### src/rtl/mult_acc_seq_pkg.sv
// Shared constants and state encoding for the shift-and-add multiply-accumulate unit.
package mult_acc_seq_pkg;

   localparam int MUL_WIDTH = 32;
   localparam int MUL_ITER  = 32;
   localparam int CNT_W     = 6;

   typedef enum logic [1:0] {
      ST_IDLE = 2'd0,
      ST_RUN  = 2'd1,
      ST_DONE = 2'd2
   } state_e;

endpackage

### src/rtl/mult_acc_seq_if.sv
// Request/result bundle between a requester and mult_acc_seq.
interface mult_acc_seq_if
   import mult_acc_seq_pkg::*;
#(
   parameter int WIDTH = MUL_WIDTH
);
   logic                 start;
   logic [WIDTH-1:0]     multiplicand;
   logic [WIDTH-1:0]     multiplier;
   logic [WIDTH-1:0]     addend;
   logic                 busy;
   logic                 done;
   logic [2*WIDTH-1:0]   product;

   modport master (
      output start, multiplicand, multiplier, addend,
      input  busy, done, product
   );

   modport slave (
      input  start, multiplicand, multiplier, addend,
      output busy, done, product
   );
endinterface

### src/rtl/mult_acc_seq_suma32bits.sv
// Ripple-carry adder with carry-out; additive twin of resta32bits.
module suma32bits
   import mult_acc_seq_pkg::*;
#(
   parameter int W = MUL_WIDTH
) (
   input  logic [W-1:0] a_i,
   input  logic [W-1:0] b_i,
   output logic [W-1:0] sum_o,
   output logic         carry_o
);

   logic cy;

   // Carry kept in a block-local variable so the chain stays a single combinational process.
   always_comb begin
      sum_o = '0;
      cy    = 1'b0;
      for (int i = 0; i < W; i++) begin
         sum_o[i] = a_i[i] ^ b_i[i] ^ cy;
         cy       = (a_i[i] & b_i[i]) | (cy & (a_i[i] ^ b_i[i]));
      end
      carry_o = cy;
   end

endmodule

### src/rtl/mult_acc_seq.sv
// Sequential shift-and-add multiply-accumulate: product = multiplicand * multiplier + addend.
//
// state   | meaning
// IDLE    | waiting for start; operands captured on the start edge
// RUN     | one partial-product add and right shift per edge
// DONE    | done pulse, product valid; start here chains a new run
module mult_acc_seq
   import mult_acc_seq_pkg::*;
#(
   parameter int WIDTH = MUL_WIDTH
) (
   input  logic          clk,
   input  logic          reset,
   mult_acc_seq_if.slave bus
);

   state_e               state_q, state_d;
   logic [CNT_W-1:0]     cnt_q, cnt_d;
   logic [WIDTH-1:0]     hi_q, hi_d;
   logic [WIDTH-1:0]     lo_q, lo_d;
   logic [WIDTH-1:0]     mcand_q, mcand_d;
   logic [2*WIDTH-1:0]   prod_q, prod_d;

   logic [WIDTH-1:0]     pp;
   logic [WIDTH-1:0]     sum;
   logic                 carry;
   logic [WIDTH-1:0]     hi_sh;
   logic [WIDTH-1:0]     lo_sh;

   assign pp = lo_q[0] ? mcand_q : '0;

   suma32bits #(.W(WIDTH)) u_suma (
      .a_i     (hi_q),
      .b_i     (pp),
      .sum_o   (sum),
      .carry_o (carry)
   );

   // {carry, sum, lo} shifted right by one: the sum's LSB drops into the low word.
   assign hi_sh = {carry, sum[WIDTH-1:1]};
   assign lo_sh = {sum[0], lo_q[WIDTH-1:1]};

   always_ff @(posedge clk or negedge reset) begin
      if (!reset) begin
         state_q <= ST_IDLE;
         cnt_q   <= '0;
         hi_q    <= '0;
         lo_q    <= '0;
         mcand_q <= '0;
         prod_q  <= '0;
      end else begin
         state_q <= state_d;
         cnt_q   <= cnt_d;
         hi_q    <= hi_d;
         lo_q    <= lo_d;
         mcand_q <= mcand_d;
         prod_q  <= prod_d;
      end
   end

   always_comb begin
      state_d = state_q;
      cnt_d   = cnt_q;
      hi_d    = hi_q;
      lo_d    = lo_q;
      mcand_d = mcand_q;
      prod_d  = prod_q;
      case (state_q)
         ST_IDLE, ST_DONE: begin
            if (bus.start) begin
               mcand_d = bus.multiplicand;
               hi_d    = bus.addend;
               lo_d    = bus.multiplier;
               cnt_d   = '0;
               state_d = ST_RUN;
            end else if (state_q == ST_DONE) begin
               state_d = ST_IDLE;
            end
         end
         ST_RUN: begin
            hi_d  = hi_sh;
            lo_d  = lo_sh;
            cnt_d = cnt_q + CNT_W'(1);
            if (cnt_q == CNT_W'(MUL_ITER - 1)) begin
               prod_d  = {hi_sh, lo_sh};
               state_d = ST_DONE;
            end
         end
         default: state_d = ST_IDLE;
      endcase
   end

   assign bus.busy    = (state_q == ST_RUN);
   assign bus.done    = (state_q == ST_DONE);
   assign bus.product = prod_q;

endmodule

### src/flat_wrapper.sv
// flat-port wrapper written by rule: the top's interface ports become plain ports
module mult_acc_seq_flat import mult_acc_seq_pkg::*;
#(
   parameter int WIDTH = MUL_WIDTH
)
  (clk, reset, bus_start, bus_multiplicand, bus_multiplier, bus_addend, bus_busy, bus_done, bus_product);
  mult_acc_seq_if #(.WIDTH(WIDTH)) bus_i ();
  input  logic clk;
  input  logic reset;
  input wire logic [$bits(bus_i.start)-1:0] bus_start;
  input wire logic [$bits(bus_i.multiplicand)-1:0] bus_multiplicand;
  input wire logic [$bits(bus_i.multiplier)-1:0] bus_multiplier;
  input wire logic [$bits(bus_i.addend)-1:0] bus_addend;
  output wire logic [$bits(bus_i.busy)-1:0] bus_busy;
  output wire logic [$bits(bus_i.done)-1:0] bus_done;
  output wire logic [$bits(bus_i.product)-1:0] bus_product;
  assign bus_i.start = bus_start;
  assign bus_i.multiplicand = bus_multiplicand;
  assign bus_i.multiplier = bus_multiplier;
  assign bus_i.addend = bus_addend;
  assign bus_busy = bus_i.busy;
  assign bus_done = bus_i.done;
  assign bus_product = bus_i.product;
  mult_acc_seq #(.WIDTH(WIDTH)) u_core (.clk(clk), .reset(reset), .bus(bus_i));
endmodule
### config.mk
export PLATFORM = sky130hd
export DESIGN_NAME = mult_acc_seq_flat
export DESIGN_NICKNAME = d
export VERILOG_FILES = /design/src/rtl/mult_acc_seq_pkg.sv /design/src/rtl/mult_acc_seq_if.sv /design/src/rtl/mult_acc_seq_suma32bits.sv /design/src/rtl/mult_acc_seq.sv /design/src/flat_wrapper.sv
export SDC_FILE = /design/constraint.sdc
export NUM_CORES = 1
export LEC_CHECK = 0
export CORE_MARGIN = 8
export CORE_UTILIZATION = 48
export CTS_BUF_LIST = sky130_fd_sc_hd__clkbuf_4
export DETAILED_ROUTE_END_ITERATION = 6
export GPL_ROUTABILITY_DRIVEN = 0
export PLACE_DENSITY = 0.86
export SYNTH_ARGS = -nofsm -noshare
export SYNTH_HDL_FRONTEND = slang
export SYNTH_SLANG_ARGS = --single-unit
### constraint.sdc
create_clock -name clk -period 13.1 [get_ports clk]
set_clock_uncertainty 0.2 [all_clocks]
set_input_delay 1.31 -clock clk [delete_from_list [all_inputs] [get_ports clk]]
set_output_delay 1.31 -clock clk [all_outputs]
set_load 0.05 [all_outputs]
Word-level counts from Yosys, hierarchy flattened. Index checks and enable logic that the tools add are counted. Widths: inputs -> output; s select.

Word-level logic and storage cells: 188. Register bits after elaboration: 168. Output and inout port bits: 66. Input port bits: 99.

Equal/unequal tests: 6. Multiplexer cells: 11. Reductions and logical operators: 7. Add/subtract/negate cells: 1. Bitwise logic cells: 157.

Operators by type and width (count): $pmux 32 s2 (2); $mux 32 (3); $and 1x1->1 (63); $xor 1x1->1 (63); $or 1x1->1 (31); $pmux 6 s2 (1); $reduce_and 2->1 (4); $add 6x1->6 const B (1); $eq 6x5->1 const B (1); $mux 2 (3); $mux 6 (1); $pmux 2 s2 (1); $ne 3x3->1 const B (1); $eq 2x1->1 const B (1); $eq 2x2->1 const B (1); $logic_not 2->1 (1); $ne 2x1->1 const B (1); $ne 2x2->1 const B (1); $reduce_bool 2->1 (1); $reduce_or 2->1 (1).

Longest topological paths before layout. Gate-level depths: netlist (run 1).

Depth after elaboration: 65. Gate-level depth with buffers: 41.

By module. A second synthesis (run 1) with hierarchy kept.

Cell total of the unflattened synthesis: 595. Area, all modules: 7780.0 sq um.

Modules (own cells, without submodules): mult_acc_seq (cells each 553, area an instance 7109.3 sq um, instances 1, seq. area each 4204.0 sq um); suma32bits (cells each 42, area an instance 670.6 sq um, instances 1, seq. area each 0.0 sq um).

Worst setup path before layout (run 1). No wires, ideal clock.

Path type: flip-flop to flip-flop. Start: reg u_core.lo_q[0]. End: reg u_core.hi_q[30]. Stages on the path, launching flop included: 42. Path buffers: 1. Period minus slack after synthesis: 13.826 ns. Arrival time: 13.560 ns. Slack: -0.726 ns. Data required time: 12.834 ns. Setup time: 0.066 ns. Cell sequence: dfrtp_1 > clkbuf_1 > and2_1 > ha_1 > inv_1 > fa_1 > fa_1 > inv_1 > fa_1 > fa_1 > fa_1 > fa_1 > fa_1 > fa_1 > fa_1 > fa_1 > fa_1 > fa_1 > (+6 left out) > fa_1 > fa_1 > fa_1 > fa_1 > fa_1 > fa_1 > fa_1 > fa_1 > fa_1 > fa_1 > inv_1 > fa_1 > inv_1 > fa_1 > inv_1 > fa_1 > nor2_1 > a221o_1.

Cells in the longest elaborated chain, start to end: 64. Elaborated cells between the ends (all ways): 125.

Ends and longest elaborated chain: start, declared (RTL line mult_acc_seq.sv:20) `logic [WIDTH-1:0] lo_q, lo_d;`; start signal, assigned (RTL line mult_acc_seq.sv:55) `lo_q <= lo_d;`; $mux 32 * (RTL line mult_acc_seq.sv:30) `assign pp = lo_q[0] ? mcand_q : '0;`; $and 1x1->1 or $xor 1x1->1 (tied branches) (RTL line mult_acc_seq_suma32bits.sv:21) `cy = (a_i[i] & b_i[i]) | (cy & (a_i[i] ^ b_i[i]));`; $and 1x1->1 (RTL line mult_acc_seq_suma32bits.sv:21); $or 1x1->1 (RTL line mult_acc_seq_suma32bits.sv:21); $and 1x1->1 (RTL line mult_acc_seq_suma32bits.sv:21); $or 1x1->1 (RTL line mult_acc_seq_suma32bits.sv:21); $and 1x1->1 (RTL line mult_acc_seq_suma32bits.sv:21); $or 1x1->1 (RTL line mult_acc_seq_suma32bits.sv:21); (+48 left out); $and 1x1->1 (RTL line mult_acc_seq_suma32bits.sv:21); $or 1x1->1 (RTL line mult_acc_seq_suma32bits.sv:21); $and 1x1->1 (RTL line mult_acc_seq_suma32bits.sv:21); $or 1x1->1 (RTL line mult_acc_seq_suma32bits.sv:21); $and 1x1->1 (RTL line mult_acc_seq_suma32bits.sv:21); $or 1x1->1 (RTL line mult_acc_seq_suma32bits.sv:21); $xor 1x1->1 * (RTL line mult_acc_seq_suma32bits.sv:20) `sum_o[i] = a_i[i] ^ b_i[i] ^ cy;`; $pmux 32 s2 * (RTL line mult_acc_seq.sv:68) `case (state_q)`; end signal, assigned (RTL line mult_acc_seq.sv:54) `hi_q <= hi_d;`; end, declared (RTL line mult_acc_seq.sv:19) `logic [WIDTH-1:0] hi_q, hi_d;`.

Mark *: on every way between the ends. The rest lies on a longest branch, timed or not. A chain may end at the register's enable or synchronous reset.

Final worst setup path (run 1).
Start: reg u_core.mcand_q[0]. End: reg u_core.hi_q[30].

Cells in the longest elaborated chain, start to end: 64.

Ends and longest elaborated chain: start, declared (RTL line mult_acc_seq.sv:21) `logic [WIDTH-1:0] mcand_q, mcand_d;`; start signal, assigned (RTL line mult_acc_seq.sv:56) `mcand_q <= mcand_d;`; $mux 32 (RTL line mult_acc_seq.sv:30); $and 1x1->1 (2 in a row) (RTL line mult_acc_seq_suma32bits.sv:21); $or 1x1->1 (RTL line mult_acc_seq_suma32bits.sv:21); $and 1x1->1 (RTL line mult_acc_seq_suma32bits.sv:21); $or 1x1->1 (RTL line mult_acc_seq_suma32bits.sv:21); $and 1x1->1 (RTL line mult_acc_seq_suma32bits.sv:21); $or 1x1->1 (RTL line mult_acc_seq_suma32bits.sv:21); $and 1x1->1 (RTL line mult_acc_seq_suma32bits.sv:21); (+47 left out); $and 1x1->1 (RTL line mult_acc_seq_suma32bits.sv:21); $or 1x1->1 (RTL line mult_acc_seq_suma32bits.sv:21); $and 1x1->1 (RTL line mult_acc_seq_suma32bits.sv:21); $or 1x1->1 (RTL line mult_acc_seq_suma32bits.sv:21); $and 1x1->1 (RTL line mult_acc_seq_suma32bits.sv:21); $or 1x1->1 (RTL line mult_acc_seq_suma32bits.sv:21); $xor 1x1->1 (RTL line mult_acc_seq_suma32bits.sv:20); $pmux 32 s2 (RTL line mult_acc_seq.sv:68).

Every way passes these cells.

==> metrics, run 1 <==
CP Max Fanout 2; initial antenna violation count 2; Num CTS Buffers 17; Cell variety after synth 26; # IOs 165; top cell type's share of synthesized area 55.3%; hold crit path type flop to flop; Slew HR 28.0%; Synth Warn # 0; Row Count 46; core box area 15700 µm²; prevailing post-synth register cell dfrtp_1; Final Cycle Share 96.3%; Initial Util 48.5%; first-iteration detailed-routing DRC count approximately 380; ranking of synthesized cells by area dfrtp_1 55%, fa_1 8.2%, nand2_1 8.0%; Clock transition at path regs 0.14 ns; final net count 941; Die Area 20100 µm²; EDFF count, synth 0; residual overflow from global routing 0; Pwr Total 2.67 mW; Port-buffer cells between 150 and 200; RSZ-0062 raised after global routing false; pre-CTS WS -0.249 ns; slowest stage delay, CP 0.42 ns; Finished Layout Cells 1039; Core Util, Final 61.9%; CP max stage cell fa_1; number of global-route vias before repair a little under 6000; Tot GR Track Use 19.5%; clock buffer depth 2; dpl cells just over 1000; Data arrival, critical path 12.91 ns; layout cells sized above 1 10.2%; Cells after Synth 664; P_leak 4.28 nW; leading area contributor after synthesis dfrtp_1; synth cell count leaders 168 x dfrtp_1, 161 x nand2_1, 60 x nand3_1; final WL 18700 µm; Initial DRT Pass Iterations 5; TritonCTS clock tree yes; Syn Std Cell Area 7600 µm²; # Post-CTS Setup Buffers 0; Avg Cell Area, Syn 11.4 µm²; Layout area overhead 27.6%; Final min period 12.61 ns; ys async rst share 100%; pin count of the biggest net entering global routing 117; startpoint types flop; crit-path most repeated cell fa_2; final setup violating endpoints 0; final setup margin 0.486 ns; mean number of vias per cell 5.24; Seq/Total Area, Yosys 55.3%; Max-Cap Viols 0; Die Span Y 142 µm; max frequency 79.3 MHz; root buffer cell clkbuf_4; Post-Syn Nets 796; status finished clean; Power Dens Cells 275 nW/µm²; DRC violations left 0; DR WL/cell 18.0 µm; hpwl dp about 13000 µm; top-count cell post-synth dfrtp_1; clock latency at the later pin of the worst-skew pair 0.55 ns; Sinks on Clock Net 168; Antenna Violating Nets Remaining 0; r2r setup slk roughly 0.49 ns; final hold vios 0; Fillers roughly 1300; area of the multi-input gates about 3200 µm²; Die W ~140 µm; Slew @ Worst Pin 1.08 ns; crit path capture type flop; WP data required 13.40 ns; FF/Latch Area about 4200 µm²; kind of critical path flop to flop; fin. max-slew vios 0; VDD IR max between 0.00015 and 0.0002 V; global-route wire length before repair 30700 µm; FF+latch count, synth 168; htree depth 4; vias 5445
[stage by stage]
step	TNS [ns]	area [µm²]	hold WS (ns)
after floorplan	0	7640	0.237
after global placement	-0.0620	9400	0.252
after detailed placement	-0.550	9400	0.255
after CTS	0	9680	0.288
after global routing	0	9700	0.309
final	0	9700	0.286
[flip-flops by register name (all words and copies together) (netlist names)]
signal / flops
u_core.bus.product: 64
u_core.cnt_q: 6
u_core.hi_q: 32
u_core.lo_q: 32
u_core.mcand_q: 32
u_core.state_q: 2
[worst max-delay path: cells and delay by family (launching register included)]
| kind | cells | cell delay [ns] |
|---|---|---|
| buf+inv | 5 | 0.34 |
| simple gates | 2 | 0.28 |
| flops | 1 | 0.39 |
| compound gates | 1 | 0.13 |
| fa+ha+maj | 32 | 11.19 |
[path summary, 6_finish.rpt]
path                                    start                     end  cells past startpoint
max                         u_core.mcand_q[0]         u_core.hi_q[30]                     40
min                        u_core.mcand_q[17]      u_core.mcand_q[17]                      2
max reg2reg                 u_core.mcand_q[0]         u_core.hi_q[30]                     40
min reg2reg                u_core.mcand_q[17]      u_core.mcand_q[17]                      2
max in group asynchronous               reset  u_core.bus.product[29]                      2
min in group asynchronous               reset  u_core.bus.product[53]                      1
[placed cells by master, fill, tap and decap left out, types with 8 or more instances in the layout]
master and n:
clkbuf_4 18, nand2_1 161, and2_1 28, a22oi_1 57, mux2_2 16, mux2_1 44, nand3_1 60, clkdlybuf4s50_1 163
inv_1 14, buf_4 8, dfrtp_1 168, fa_2 26
[report_power, final]
part | switching, mW | internal (mW) | total, mW | leakage, nW
Sequential | 0.159 | 0.777 | 0.936 | 2.05
Clock | 0.176 | 0.113 | 0.289 | 0.134
Combinational | 0.864 | 0.577 | 1.44 | 2.10
Total | 1.20 | 1.47 | 2.67 | 4.28
[metal layers]
| metal | routed length, µm | track usage [%] |
|---|---|---|
| met1 | 8240 | 24.7 |
| met2 | 9220 | 31.7 |
| met3 | 1040 | 4.87 |
| met4 | 221 | 6.95 |
| met5 | 13 | 0 |
[kinds of logic (layout without fill, tap and decap cells)]
family                     after synthesis  count (layout)  synth area share, %
and+or+nand+nor                        264             264                 15.4
other                                    0               1                    0
xor gates and xnor gates                 1               1                0.115
AOI/OAI and AO/OA                       70              70                 7.11
DFF                                    168             168                 55.3
muxes                                   67              67                 9.81
adders and majority gates               33              33                 8.50
buffers and inverters                   61             219                 3.75
[final cells by class]
cell class	instances	share of cell area (%)
Clock inverter	14	1.37
Clock buffer	18	1.39
Timing Repair Buffer	172	17.6
Tap cell	216	2.79
Inverter	15	0.581
Antenna cell	1	0.0258
Sequential cell	168	43.4
Multi-Input combinational cell	435	32.9
[repair_timing]
action | CTS | global route
gates resized for setup | 7 | 5
hold buffers | 0 | 0
pin swaps | 0 | 4
endpoints found under the setup margin | 6 | 6
hold endpoints to repair | 0 | 0
No activity file was read; power rests on OpenSTA's default activity.
==> run 2: changes to the inputs <==
Settings changed: SLEW_MARGIN set to 20.
==> metrics, run 2 (synthesized netlist as in run 1, its figures left out) <==
pre-CTS WS -0.249 ns; number of global-route vias before repair 5914; routed wl met2 9220 µm; CP Max Fanout 2; Port-buffer cells between 150 and 200; crit path capture type flop; final WL 18700 µm; layout cells sized above 1 between 10% and 20%; DR WL/cell 18.0 µm; hpwl dp 12600 µm; fin. max-slew vios 0; Data arrival, critical path 12.91 ns; VDD IR max 0.000159 V; Row Count 46; Slew HR 28.0%; P_sw 1.20 mW; final setup margin 0.489 ns; slowest stage delay, CP ~0.42 ns; WP data required around 13 ns; # Post-CTS Setup Buffers 0; P_leak 4.29 nW; Initial Util 48.5%; core box area 15700 µm²; mean number of vias per cell 5.24; Layout area overhead 27.6%; Sw Share 45.0%; CP max stage cell fa_1; Die Area 20100 µm²; dpl cells 1006; Max-Cap Viols 0; Die W about 140 µm; Slew @ Worst Pin 1.08 ns; htree depth 4; hold crit path type flop to flop; max frequency 79.3 MHz; Core Util, Final 61.9%; wire length on met1 8190 µm; dpl cell area 9400 µm²; Top Layer Used met5; # IOs 165; sequential power share 35.1%; Final Cycle Share 96.3%; Num CTS Buffers 17; cell internal pwr around 1.5 mW; RSZ-0062 raised after global routing false; CTS Hold Bufs 0; Final min period 12.61 ns; startpoint types flop; global-route wire length before repair 30700 µm; final setup violating endpoints 0; Clock transition at path regs 0.14 ns; Fillers 1272; r2r setup slk 0.49 ns; kind of critical path flop to flop; WHS 0.286 ns; Clock power frac a little over a tenth; residual overflow from global routing 0; pin count of the biggest net entering global routing around 120; Finished Layout Cells 1039; initial antenna violation count 2; final instance area 9700 µm²; crit-path most repeated cell fa_2; Logic pwr share between 50 and 60%; vias 5445; status finished clean; area of the multi-input gates 3190 µm²; root buffer cell clkbuf_4; final net count 941; Pwr Total 2.66 mW; DRC violations left 0; final hold vios 0; TritonCTS clock tree yes; Tot GR Track Use roughly a fifth; Die Span Y 142 µm; Antenna Violating Nets Remaining 0; FF/Latch Area about 4200 µm²; Setup Total Neg Slack 0 ns; Power Dens Cells 275 nW/µm²; commonest non-fill, non-tap cell in the layout dfrtp_1; Sinks on Clock Net 168; metal3 WL 1090 µm; first-iteration detailed-routing DRC count 384; clock latency at the later pin of the worst-skew pair about 0.55 ns; max reg flops 64; Initial DRT Pass Iterations 5; clock buffer depth 2; most frequent cells in the layout 168 x dfrtp_1, 163 x clkdlybuf4s50_1, 161 x nand2_1, 60 x nand3_1, 57 x a22oi_1
-- run 2: routing by layer --
metal	track usage, %	vias up
met5	0	-
met4	6.95	2
met3	4.87	17
met2	31.7	166
met1	24.7	2731
li1	-	2529
-- run 2: worst paths after layout --
kind	startpoint	end	cells after the start
hold reg to reg	u_core.mcand_q[17]	u_core.mcand_q[17]	2
min in group asynchronous	reset	u_core.bus.product[53]	1
setup / recovery	u_core.mcand_q[0]	u_core.hi_q[30]	40
max in group asynchronous	reset	u_core.bus.product[29]	2
setup reg to reg	u_core.mcand_q[0]	u_core.hi_q[30]	40
hold / removal	u_core.mcand_q[17]	u_core.mcand_q[17]	2
-- run 2: cell type report --
| cell class | instances | area share, % |
|---|---|---|
| tap | 216 | 2.79 |
| antenna | 1 | 0.0258 |
| inverter | 15 | 0.581 |
| timing repair buffer | 172 | 17.6 |
| clock inverter | 14 | 1.37 |
| clock buffer | 18 | 1.39 |
| multi-input combinational | 435 | 32.9 |
| sequential | 168 | 43.3 |
-- run 2: critical path: cells and delay by family, from the launching register on --
| kind | cells | cell delay (ns) |
|---|---|---|
| fa+ha+maj | 32 | 11.19 |
| simple gates | 2 | 0.28 |
| buf+inv | 5 | 0.34 |
| compound gates | 1 | 0.13 |
| flops | 1 | 0.39 |
-- run 2: power groups by stage --
stage | clock [mW] | combinational, mW | sequential, mW
finish | 0.289 | 1.44 | 0.936
global placement | 0 | 1.39 | 0.931
global route | 0.323 | 1.57 | 0.968
CTS | 0.301 | 1.45 | 0.935
floorplan | 0 | 0.685 | 1.23
detailed placement | 0 | 1.44 | 0.944
-- run 2: timing repair --
| item | in CTS | in global routing |
|---|---|---|
| endpoints found under the setup margin | 6 | 6 |
| pin swaps | 0 | 4 |
| resized for setup | 7 | 5 |
